File: config.mk
export PLATFORM = sky130hd
export DESIGN_NAME = sync_signal_gen
export DESIGN_NICKNAME = d
export VERILOG_FILES = /design/src/rtl/sync_signal_pkg.sv /design/src/rtl/sync_signal_ch.sv /design/src/rtl/sync_signal_gen.sv
export SDC_FILE = /design/constraint.sdc
export NUM_CORES = 1
export LEC_CHECK = 0
export ABC_AREA = 1
export BUFFER_PORTS_ARGS = -buffer_cell sky130_fd_sc_hd__buf_4
export CAP_MARGIN = 10
export CORE_UTILIZATION = 40
export CTS_CLUSTER_SIZE = 40
export DETAILED_ROUTE_END_ITERATION = 16
export SYNTH_ARGS = -nofsm -noshare
export SYNTH_HDL_FRONTEND = slang
export SYNTH_SLANG_ARGS = --single-unit
export TNS_END_PERCENT = 20
File: constraint.sdc
create_clock -name clk -period 2.37 [get_ports clk]
set_input_delay 0.3555 -clock clk [delete_from_list [all_inputs] [get_ports clk]]
set_output_delay 0.3555 -clock clk [all_outputs]
set_load 0.01 [all_outputs]
File: src/rtl/sync_signal_pkg.sv
// Shared mode and state encodings for the sync_signal_gen channels.
package sync_signal_pkg;

    typedef enum logic [1:0] {
        MODE_LEVEL    = 2'd0,
        MODE_ONESHOT  = 2'd1,
        MODE_PERIODIC = 2'd2,
        MODE_STRETCH  = 2'd3
    } mode_e;

    typedef enum logic [1:0] {
        ST_IDLE,
        ST_HIGH,
        ST_LOW
    } state_e;

endpackage

File: src/rtl/sync_signal_ch.sv
// One signal-generator channel: edge detect, shadowed config, IDLE/HIGH/LOW FSM.
// SYNC_SIGNAL_GEN_RETRIG_EN makes ONESHOT retriggerable while HIGH.
module sync_signal_ch
    import sync_signal_pkg::*;
#(
    parameter int unsigned CNT_W = 8
) (
    input  logic             clk,
    input  logic             reset_n,
    input  logic             enable,
    input  logic [1:0]       mode,
    input  logic [CNT_W-1:0] width,
    input  logic [CNT_W-1:0] period,
    output logic             signal_out,
    output logic             busy
);

`ifdef SYNC_SIGNAL_GEN_RETRIG_EN
    localparam bit RETRIG = 1'b1;
`else
    localparam bit RETRIG = 1'b0;
`endif

    localparam logic [CNT_W-1:0] ONE = CNT_W'(1);

    state_e           state_q, state_d;
    mode_e            mode_q, mode_d;
    logic [CNT_W-1:0] cnt_q, cnt_d;
    logic [CNT_W-1:0] weff_q, weff_d;
    logic [CNT_W-1:0] period_q, period_d;
    logic             en_q;
    logic             out_q, out_d;
    logic             busy_q, busy_d;
    logic             rise;
    logic             start;
    logic [CNT_W-1:0] weff_in;

    always_comb begin
        rise     = enable & ~en_q;
        weff_in  = (width == '0) ? ONE : width;
        state_d  = state_q;
        mode_d   = mode_q;
        cnt_d    = cnt_q;
        weff_d   = weff_q;
        period_d = period_q;
        out_d    = out_q;
        start    = 1'b0;

        case (state_q)
            ST_IDLE: begin
                out_d = 1'b0;
                cnt_d = '0;
                // Live mode decides how to start; shadows are captured only here.
                case (mode_e'(mode))
                    MODE_LEVEL:    out_d = enable;
                    MODE_ONESHOT:  if (rise)   begin start = 1'b1; cnt_d = weff_in - ONE; end
                    MODE_PERIODIC: if (enable) begin start = 1'b1; cnt_d = weff_in - ONE; end
                    MODE_STRETCH:  if (enable) begin start = 1'b1; cnt_d = weff_in;       end
                    default: ;
                endcase
                if (start) begin
                    state_d  = ST_HIGH;
                    out_d    = 1'b1;
                    mode_d   = mode_e'(mode);
                    weff_d   = weff_in;
                    period_d = period;
                end
            end
            ST_HIGH: begin
                case (mode_q)
                    MODE_ONESHOT: begin
                        if (RETRIG && rise) begin
                            cnt_d = weff_q - ONE;
                            out_d = 1'b1;
                        end else if (cnt_q == '0) begin
                            state_d = ST_IDLE;
                            out_d   = 1'b0;
                        end else begin
                            cnt_d = cnt_q - ONE;
                            out_d = 1'b1;
                        end
                    end
                    MODE_PERIODIC: begin
                        if (!enable) begin
                            state_d = ST_IDLE;
                            out_d   = 1'b0;
                            cnt_d   = '0;
                        end else if (cnt_q != '0) begin
                            cnt_d = cnt_q - ONE;
                            out_d = 1'b1;
                        end else if (period_q <= weff_q) begin
                            cnt_d = weff_q - ONE;
                            out_d = 1'b1;
                        end else begin
                            state_d = ST_LOW;
                            cnt_d   = period_q - weff_q - ONE;
                            out_d   = 1'b0;
                        end
                    end
                    MODE_STRETCH: begin
                        if (enable) begin
                            cnt_d = weff_q;
                            out_d = 1'b1;
                        end else if (cnt_q == '0) begin
                            state_d = ST_IDLE;
                            out_d   = 1'b0;
                        end else begin
                            cnt_d = cnt_q - ONE;
                            out_d = 1'b1;
                        end
                    end
                    default: begin
                        state_d = ST_IDLE;
                        out_d   = 1'b0;
                    end
                endcase
            end
            ST_LOW: begin
                if (!enable) begin
                    state_d = ST_IDLE;
                    out_d   = 1'b0;
                    cnt_d   = '0;
                end else if (cnt_q == '0) begin
                    state_d = ST_HIGH;
                    cnt_d   = weff_q - ONE;
                    out_d   = 1'b1;
                end else begin
                    cnt_d = cnt_q - ONE;
                    out_d = 1'b0;
                end
            end
            default: begin
                state_d = ST_IDLE;
                out_d   = 1'b0;
            end
        endcase

        busy_d = (state_d != ST_IDLE);
    end

    always_ff @(posedge clk or negedge reset_n) begin
        if (!reset_n) begin
            state_q  <= ST_IDLE;
            mode_q   <= MODE_LEVEL;
            cnt_q    <= '0;
            weff_q   <= '0;
            period_q <= '0;
            en_q     <= 1'b0;
            out_q    <= 1'b0;
            busy_q   <= 1'b0;
        end else begin
            state_q  <= state_d;
            mode_q   <= mode_d;
            cnt_q    <= cnt_d;
            weff_q   <= weff_d;
            period_q <= period_d;
            en_q     <= enable;
            out_q    <= out_d;
            busy_q   <= busy_d;
        end
    end

    assign signal_out = out_q;
    assign busy       = busy_q;

endmodule

File: src/rtl/sync_signal_gen.sv
// Multi-channel timed strobe/enable generator; NUM_CH independent sync_signal_ch copies.
// Optional macro SYNC_SIGNAL_GEN_RETRIG_EN selects retriggerable ONESHOT.
module sync_signal_gen
    import sync_signal_pkg::*;
#(
    parameter int unsigned NUM_CH = 4,
    parameter int unsigned CNT_W  = 8
) (
    input  logic                    clk,
    input  logic                    reset_n,
    input  logic [NUM_CH-1:0]       enable,
    input  logic [2*NUM_CH-1:0]     mode,
    input  logic [CNT_W*NUM_CH-1:0] width,
    input  logic [CNT_W*NUM_CH-1:0] period,
    output logic [NUM_CH-1:0]       signal_out,
    output logic [NUM_CH-1:0]       busy
);

    for (genvar i = 0; i < NUM_CH; i++) begin : g_ch
        sync_signal_ch #(
            .CNT_W(CNT_W)
        ) u_ch (
            .clk       (clk),
            .reset_n   (reset_n),
            .enable    (enable[i]),
            .mode      (mode[2*i +: 2]),
            .width     (width[CNT_W*i +: CNT_W]),
            .period    (period[CNT_W*i +: CNT_W]),
            .signal_out(signal_out[i]),
            .busy      (busy[i])
        );
    end

endmodule

==> impl_metrics.sql, run 1 <==
INSERT INTO impl_metrics (metric_group, metric, value, unit) VALUES
('status', 'status', 'completed', ''),
('cts', 'clock_path_buffers', '2', ''),
('logic_synthesis', 'yosys-mux-area-fraction', '1.103', '%'),
('setup_path', 'crit_path_cell_trace', 'inv_1, ha_1, nand2_1, nor2_2, nand4_1, a21boi_4, nand2_1, nand2_1, nand2_1, nand2_1, nand2_1, nand2_1, nand2_1, a21oi_1', ''),
('placement', 'dp_slack', '-0.005876', 'ns'),
('routing', 'drc', '0', ''),
('logic_synthesis', 'synth-edff-count', '0', ''),
('timing', 'whs', '0.08972', 'ns'),
('layout', 'antenna_diode_count', '0', ''),
('power', 'ir_worst_vdd', '0.6672', 'mV'),
('timing', 'report.final.hold_viol_count', '0', ''),
('routing', 'drt_first_iter_violations', '828', ''),
('timing', 'fmax', '0.4527', 'GHz'),
('cts', 'clk_root_buffer_cell', 'sky130_fd_sc_hd__clkbuf_16', ''),
('logic_synthesis', 'mappedNetlistArea', '12250', 'um2'),
('global_route', 'grt_antenna_before_repair', '0', ''),
('logic_synthesis', 'synth.ff_latch_count', '124', ''),
('timing', 'fin_ws', '0.1608', 'ns'),
('setup_path', 'startpoint', 'g_ch[1].u_ch.weff_q[4]', ''),
('setup_path', 'critical-path-max-stage-delay', '0.42', 'ns'),
('setup_path', 'crit_slowest_cell', 'sky130_fd_sc_hd__dfrtp_1', ''),
('layout', 'fin_nets', '2235', ''),
('floorplan', 'die_h', '177.0', 'um'),
('placement', 'number_of_instances_in_the_placed_design', '2433', ''),
('placement', 'post_dp_cell_area', '13600', 'um2'),
('cts', 'tritoncts', 'yes', ''),
('layout', 'instances_no_fill', '2472', ''),
('logic_synthesis', 'yosys.area.top_type', 'sky130_fd_sc_hd__dfrtp_1', ''),
('layout', 'seq_area', '3104', 'um2'),
('placement', 'post-dp-hpwl', '27.50', 'mm'),
('setup_path', 'timing.critical_path.arrival', '2.57', 'ns'),
('floorplan', 'die-area', '31330', 'um2'),
('logic_synthesis', 'yosys.area_share.xor_xnor', '3.432', '%'),
('logic_synthesis', 'synth.top_cell.area_share', '25.33', '%'),
('floorplan', 'core.rowCount', '63', ''),
('global_route', 'globalRouteOverflowTotal', '0', ''),
('routing', 'post_drt_via_cell_ratio', '5.087', ''),
('setup_path', 'worst-r2r-cell-count', '14', ''),
('logic_synthesis', 'ys_seq_area_share', '25.33', '%'),
('logic_synthesis', 'synth.top_cells.by_count', 'sky130_fd_sc_hd__nand2_1, sky130_fd_sc_hd__inv_1, sky130_fd_sc_hd__a21oi_1, sky130_fd_sc_hd__nor2_1, sky130_fd_sc_hd__dfrtp_1', ''),
('cts', 'cts_inserted_buffers', '17', ''),
('placement', 'io_buffer_count', '85', ''),
('logic_synthesis', 'syn-mean-instance-area', '6.311', 'um2'),
('setup_path', 'worst_r2r_endpoint', 'g_ch[1].u_ch.cnt_q[1]', ''),
('timing', 'slew_headroom', '60.90', '%'),
('cts', 'clock_transition_at_the_registers_of_the_reported_paths', '0.06', 'ns'),
('setup_path', 'crit_path_frequent_cell', 'sky130_fd_sc_hd__nand2_1', ''),
('cts', 'clock_sink_count', '124', ''),
('timing', 'grt_setup_unrepaired', 'true', ''),
('logic_synthesis', 'synth_simple_gate_area_share', '34.44', '%'),
('power', 'total_leakage_power', '7.709', 'nW'),
('setup_path', 'r2r_slack', '0.16', 'ns'),
('floorplan', 'die_width', '177.0', 'um'),
('logic_synthesis', 'syn-num-nets', '2107', ''),
('setup_path', 'worst_ep_required_time', '2.73', 'ns'),
('floorplan', 'initial_utilization', '41.01', '%'),
('logic_synthesis', 'synth.area.top_cells', 'sky130_fd_sc_hd__dfrtp_1, sky130_fd_sc_hd__nand2_1, sky130_fd_sc_hd__ha_1, sky130_fd_sc_hd__inv_1, sky130_fd_sc_hd__a21oi_1', ''),
('routing', 'num_vias', '12580', ''),
('timing', 'setup_total_negative_slack', '0', 'ns'),
('setup_path', 'worstReg2RegStart', 'g_ch[1].u_ch.weff_q[4]', ''),
('layout', 'multi_input_area', '7825', 'um2'),
('floorplan', 'core', '29870', 'um2'),
('logic_synthesis', 'synth_top_family_by_area', 'simple AND/OR/NAND/NOR gates', ''),
('floorplan', 'boundaryPins', '86', ''),
('min_path', 'min_path_type', 'in -> reg', ''),
('layout', 'filler_cell_count', '3103', ''),
('layout', 'postLayoutCellArea', '14330', 'um2'),
('timing', 'final-max-slew-violation-count', '0', ''),
('timing', 'setup_violations', '0', ''),
('timing', 'final.setup_skew', '0.008012', 'ns'),
('layout', 'layout-area-overhead-vs-synth', '16.97', '%');
==> state kept, by name, summed over array words and instances (netlist names) <==
signal                flops
g_ch.u_ch.mode_q          8
g_ch.u_ch.busy            4
g_ch.u_ch.weff_q         32
g_ch.u_ch.en_q            4
g_ch.u_ch.state_q         8
g_ch.u_ch.period_q       32
g_ch.u_ch.signal_out      4
g_ch.u_ch.cnt_q          32
==> what timing repair did <==
action | CTS | global route
hold endpoints to repair | 37 | 0
gates resized for setup | 0 | 19
setup endpoints to repair | 0 | 30
buffers inserted | 0 | 6
hold buffers | 1 | 0
==> area by class of cell <==
| cell class | count | area share [%] |
|---|---|---|
| timing repair buffer | 151 | 8.216 |
| multi-input combinational | 1472 | 54.61 |
| clock buffer | 17 | 2.969 |
| sequential | 124 | 21.66 |
| clock inverter | 15 | 1.205 |
| inverter | 303 | 7.937 |
| tap | 390 | 3.405 |
==> report_power, final <==
part / switching, mW / internal (mW)
combinational: 9.10 / 5.46
clock: 1.09 / 1.65
sequential: 0.730 / 3.01
total: 10.9 / 10.1
==> stage by stage <==
step           power, mW  utilization (%)
6_report           21.04            47.97
2_1_floorplan      14.28                -
3_5_place_dp       17.92            45.53
5_1_grt            23.36            47.97
3_3_place_gp       17.86            45.53
4_1_cts            20.81            47.57
==> metal layers <==
layer | share of wire [%] | vias to the layer above
li1 | - | 6460
met2 | 45 | 342
met4 | 2.4 | 0
met5 | 0 | -
met3 | 5.4 | 55
met1 | 47 | 5718
==> worst max-delay path, delay by kind of cell, from the launching register on <==
kind	cells	cell delay, ns
and+or+nand+nor	10	0.85
AOI/OAI and AO/OA	2	0.43
DFF	1	0.42
adders and majority gates	1	0.27
buffers and inverters	1	0.15
==> cells in the final DEF (no fill, tap or decap), types with 6 or more instances in the layout <==
| master | synthesis | layout |
|---|---|---|
| sky130_fd_sc_hd__nor3_1 | 9 | 8 |
| sky130_fd_sc_hd__o21bai_1 | 14 | 14 |
| sky130_fd_sc_hd__xnor2_1 | 22 | 22 |
| sky130_fd_sc_hd__clkbuf_16 | 0 | 17 |
| sky130_fd_sc_hd__xor2_1 | 26 | 26 |
| sky130_fd_sc_hd__inv_2 | 24 | 28 |
| sky130_fd_sc_hd__a31oi_1 | 6 | 6 |
| sky130_fd_sc_hd__a21oi_1 | 139 | 139 |
| sky130_fd_sc_hd__inv_1 | 270 | 266 |
| sky130_fd_sc_hd__o21ai_1 | 10 | 10 |
| sky130_fd_sc_hd__clkinv_1 | 9 | 9 |
| sky130_fd_sc_hd__mux2_2 | 11 | 11 |
| sky130_fd_sc_hd__o21ai_0 | 103 | 103 |
| sky130_fd_sc_hd__nand4_1 | 31 | 31 |
| sky130_fd_sc_hd__nor2_2 | 10 | 13 |
| sky130_fd_sc_hd__nand2_1 | 651 | 650 |
| sky130_fd_sc_hd__ha_1 | 84 | 80 |
| sky130_fd_sc_hd__o211ai_1 | 10 | 10 |
| sky130_fd_sc_hd__nor2_1 | 134 | 131 |
| sky130_fd_sc_hd__nand3b_1 | 13 | 13 |
| sky130_fd_sc_hd__a21oi_2 | 7 | 7 |
| sky130_fd_sc_hd__dfrtp_1 | 124 | 123 |
| sky130_fd_sc_hd__o22ai_1 | 15 | 15 |
| sky130_fd_sc_hd__nand3_1 | 121 | 121 |
| sky130_fd_sc_hd__nand2_2 | 13 | 14 |
| sky130_fd_sc_hd__clkinvlp_4 | 0 | 6 |
| sky130_fd_sc_hd__buf_4 | 12 | 146 |
==> worst min path at each step <==
| stage | from | to | slack (ns) | cells after the start |
|---|---|---|---|---|
| after floorplan | reset_n | g_ch[0].u_ch.busy | 0.06 | 0 |
| after global placement | reset_n | g_ch[1].u_ch.period_q[0] | 0.30 | 1 |
| after detailed placement | reset_n | g_ch[1].u_ch.period_q[0] | 0.30 | 1 |
| after CTS | enable[2] | g_ch[2].u_ch.en_q | 0.07 | 1 |
| after global routing | enable[2] | g_ch[2].u_ch.en_q | 0.08 | 1 |
| final | enable[2] | g_ch[2].u_ch.en_q | 0.09 | 1 |
==> kinds of logic after synthesis <==
kind of cell | after synthesis
AND/OR/NAND/NOR | 1002
buffers and inverters | 345
AO/OA/AOI/OAI | 322
flip-flops | 124
adder cells (fa/ha/maj) | 88
XOR/XNOR | 48
multiplexers | 12
No activity file was read; power rests on OpenSTA's default activity.
==> run 2, diff against run 1 <==
CORE_UTILIZATION = 65   (was 40)
PLACE_DENSITY = 0.85   (was default)
clock period = 2.55 ns   (was 2.37 ns; I/O delays follow)
==> run 2 against run 1 <==
Compared with the run above: sequential share of layout area increased by 1.0 points; largest power group unchanged; clock power fell by 9.5%; hold slack improved by 0.053 ns; count of clock-buffer cells in the layout rose by 4; total power fell by 9.6%; design area decreased by 4.5%; flip-flop and latch count unchanged; first-iteration DRC count increased by 59%; cell count shrank 8.4%; die area shrank 38%; global-route usage increased by 12 points; fmax down 6.2%.
==> impl_metrics.sql, run 2 (synthesis gave the netlist of run 1 again) <==
INSERT INTO impl_metrics (metric_group, metric, value, unit) VALUES
('status', 'status', 'completed', ''),
('power', 'powerDensity', '1389', 'nW/um2'),
('timing', 'setup_violations', '0', ''),
('setup_path', 'worst-setup-path-type', 'reg -> reg', ''),
('global_route', 'grt-busiest-layer', 'met2', ''),
('min_path', 'min_path_type', 'in -> reg', ''),
('layout', 'antenna_diode_count', '0', ''),
('routing', 'wire_per_inst', '14.96', 'um'),
('setup_path', 'worst-r2r-cell-count', '10', ''),
('setup_path', 'cp-end-kind', 'flop', ''),
('setup_path', 'critical_path_endpoint', 'g_ch[1].u_ch.busy', ''),
('cts', 'postCtsSetupRepairBufs', '0', ''),
('cts', 'tritoncts', 'yes', ''),
('setup_path', 'worst_ep_required_time', '2.89', 'ns'),
('layout', 'seq_area', '3103', 'um2'),
('routing', 'finalWirelength', '33.89', 'mm'),
('setup_path', 'timing.critical_path.fanout_max', '23', ''),
('placement', 'dp_slack', '0.1570', 'ns'),
('setup_path', 'startpoint', 'g_ch[1].u_ch.cnt_q[0]', ''),
('layout', 'final_common_cell', 'sky130_fd_sc_hd__nand2_1', ''),
('timing', 'period_minus_slack', '2.356', 'ns'),
('timing', 'report.final.hold_viol_count', '0', ''),
('routing', 'drt_first_iter_violations', '1314', ''),
('timing', 'slew_headroom', '60.63', '%'),
('cts', 'clock_path_buffers', '2', ''),
('setup_path', 'crit_path_cell_trace', 'inv_2, ha_1, nand3_1, inv_1, nand2_2, o21ai_0, a21oi_1, o21a_1, a21boi_1, o21bai_1', ''),
('global_route', 'grt_util_met3', '7.261', '%'),
('run', 'drv.max_cap_violation_count', '0', ''),
('power', 'ir_worst_vdd', '0.7196', 'mV'),
('floorplan', 'die-area', '19400', 'um2'),
('global_route', 'grt_antenna_before_repair', '0', ''),
('timing', 'fmax', '0.4245', 'GHz'),
('cts', 'cts.repair.resized', '0', ''),
('timing', 'final.setup_skew', '0.009174', 'ns'),
('global_route', 'globalRouteOverflowTotal', '0', ''),
('layout', 'layout_top_registers', 'g_ch.u_ch.cnt_q: 32 flops, g_ch.u_ch.period_q: 32 flops, g_ch.u_ch.weff_q: 32 flops', ''),
('floorplan', 'boundaryPins', '86', ''),
('routing', 'num_vias', '12930', ''),
('floorplan', 'core.rowCount', '49', ''),
('setup_path', 'family_with_the_most_delay_on_the_worst_path', 'compound AO/OA/AOI/OAI gates', ''),
('timing', 'fin_ws', '0.1941', 'ns'),
('cts', 'clock_sink_count', '124', ''),
('routing', 'detailedRoute.firstPassIterationCount', '6', ''),
('setup_path', 'crit_slowest_cell', 'sky130_fd_sc_hd__dfrtp_1', ''),
('timing', 'setup_total_negative_slack', '0', 'ns'),
('floorplan', 'die_width', '139.3', 'um'),
('cts', 'clock_tree.htree_level_count', '4', ''),
('global_route', 'largest_net_degree_at_the_start_of_global_routing', '53', ''),
('layout', 'top_library_cells_by_usage_in_the_layout_fill_and_taps_aside', 'sky130_fd_sc_hd__nand2_1, sky130_fd_sc_hd__inv_1, sky130_fd_sc_hd__a21oi_1', ''),
('placement', 'routability_congestion_estimate', '0.9970', ''),
('floorplan', 'initial_utilization', '67.28', '%'),
('power', 'total_leakage_power', '7.483', 'nW'),
('global_route', 'gr-usage-met1', '47.06', '%'),
('timing', 'tightestPinTransition', '0.5843', 'ns'),
('layout', 'filler_cell_count', '1493', ''),
('setup_path', 'critical-path-max-stage-delay', '0.45', 'ns'),
('cts', 'cts_inserted_buffers', '17', ''),
('timing', 'final-max-slew-violation-count', '0', ''),
('layout', 'post_route_cells_drive_above_1_share', '11.05', '%'),
('setup_path', 'crit_cells', '10', ''),
('routing', 'drt.antenna.violating_nets', '0', ''),
('setup_path', 'r2r_slack', '0.19', 'ns'),
('setup_path', 'startpoint_type', 'flop', ''),
('setup_path', 'worst_r2r_endpoint', 'g_ch[1].u_ch.busy', ''),
('global_route', 'grt_util_all_layers', '35.77', '%'),
('setup_path', 'worstReg2RegStart', 'g_ch[1].u_ch.cnt_q[0]', ''),
('timing', 'finalCritPeriodShare', '92.39', '%'),
('layout', 'multi_input_area', '7750', 'um2'),
('floorplan', 'core', '18210', 'um2'),
('placement', 'post-dp-hpwl', '26.14', 'mm'),
('cts', 'hold_buffers', '1', ''),
('cts', 'clk_root_buffer_cell', 'sky130_fd_sc_hd__clkbuf_16', ''),
('layout', 'post-route-util', '75.17', '%'),
('floorplan', 'die_h', '139.3', 'um'),
('layout', 'layout-area-overhead-vs-synth', '11.74', '%'),
('setup_path', 'worstPathBufferInverterCount', '2', ''),
('routing', 'post_drt_via_cell_ratio', '5.710', ''),
('cts', 'clock_transition_at_the_registers_of_the_reported_paths', '0.06', 'ns'),
('cts', 'latest_clock_arrival_within_the_worst_skew_pair', '0.43', 'ns'),
('timing', 'grt_setup_unrepaired', 'false', ''),
('global_route', 'grt_first_pass_wirelength', '56.56', 'mm'),
('setup_path', 'timing.critical_path.arrival', '2.70', 'ns'),
('global_route', 'global_route.usage.met2', '59.22', '%'),
('global_route', 'first_global_vias', '12180', ''),
('layout', 'fin_nets', '2189', ''),
('routing', 'drc', '0', ''),
('placement', 'io_buffer_count', '85', '');
-- run 2: cell types whose count changed in the layout (fill, tap and decap cells not counted), moves of 3 or more --
cell,delta
sky130_fd_sc_hd__fa_2,-3
sky130_fd_sc_hd__buf_4,-44
sky130_fd_sc_hd__inv_1,+4
sky130_fd_sc_hd__ha_1,+4
sky130_fd_sc_hd__nor2_2,-3
sky130_fd_sc_hd__clkinvlp_4,-3
sky130_fd_sc_hd__fa_1,+3
sky130_fd_sc_hd__nor2_1,+3
sky130_fd_sc_hd__inv_2,-4
sky130_fd_sc_hd__clkinv_2,-4
sky130_fd_sc_hd__clkinv_4,+3
-- run 2: worst min-delay path by stage --
stage	depth (start not counted)	start	end	slack (ns)
finish	1	enable[2]	g_ch[2].u_ch.en_q	0.14
global route	1	enable[2]	g_ch[2].u_ch.en_q	0.14
CTS	1	enable[2]	g_ch[2].u_ch.en_q	0.13
detailed placement	1	reset_n	g_ch[1].u_ch.period_q[2]	0.36
global placement	1	reset_n	g_ch[1].u_ch.period_q[2]	0.36
floorplan	0	reset_n	g_ch[0].u_ch.busy	0.09
-- run 2: metal layers --
metal	routed length, um	part of all wire, %
met3	2535	7.5
met4	724	2.1
met1	14690	43
met5	0	0
met2	15940	47
-- run 2: where the power goes --
| part | internal (mW) | switching (mW) | total, mW | leakage [nW] |
|---|---|---|---|---|
| clock | 1.50 | 0.972 | 2.48 | 0.281 |
| sequential | 2.80 | 0.780 | 3.58 | 1.54 |
| combinational | 4.61 | 8.35 | 13.0 | 5.66 |
-- run 2: final cells by class --
class | count | share of cell area [%]
Clock inverter | 11 | 0.9872
Timing Repair Buffer | 105 | 5.960
Inverter | 303 | 8.309
Multi-Input combinational cell | 1472 | 56.62
Tap cell | 229 | 2.093
Sequential cell | 124 | 22.67
Clock buffer | 21 | 3.364
-- run 2: through the flow --
step / cell area [um2] / hold WS [ns] / std cells / power (mW)
4_1_cts: 13690 / 0.1311 / 2265 / 18.74
6_report: 13690 / 0.1423 / 2265 / 19.01
3_3_place_gp: 13080 / 0.3578 / 2232 / 15.82
3_5_place_dp: 13080 / 0.3591 / 2232 / 16.14
5_1_grt: 13690 / 0.1369 / 2265 / 20.84
2_1_floorplan: 12250 / 0.08691 / 1941 / 13.28
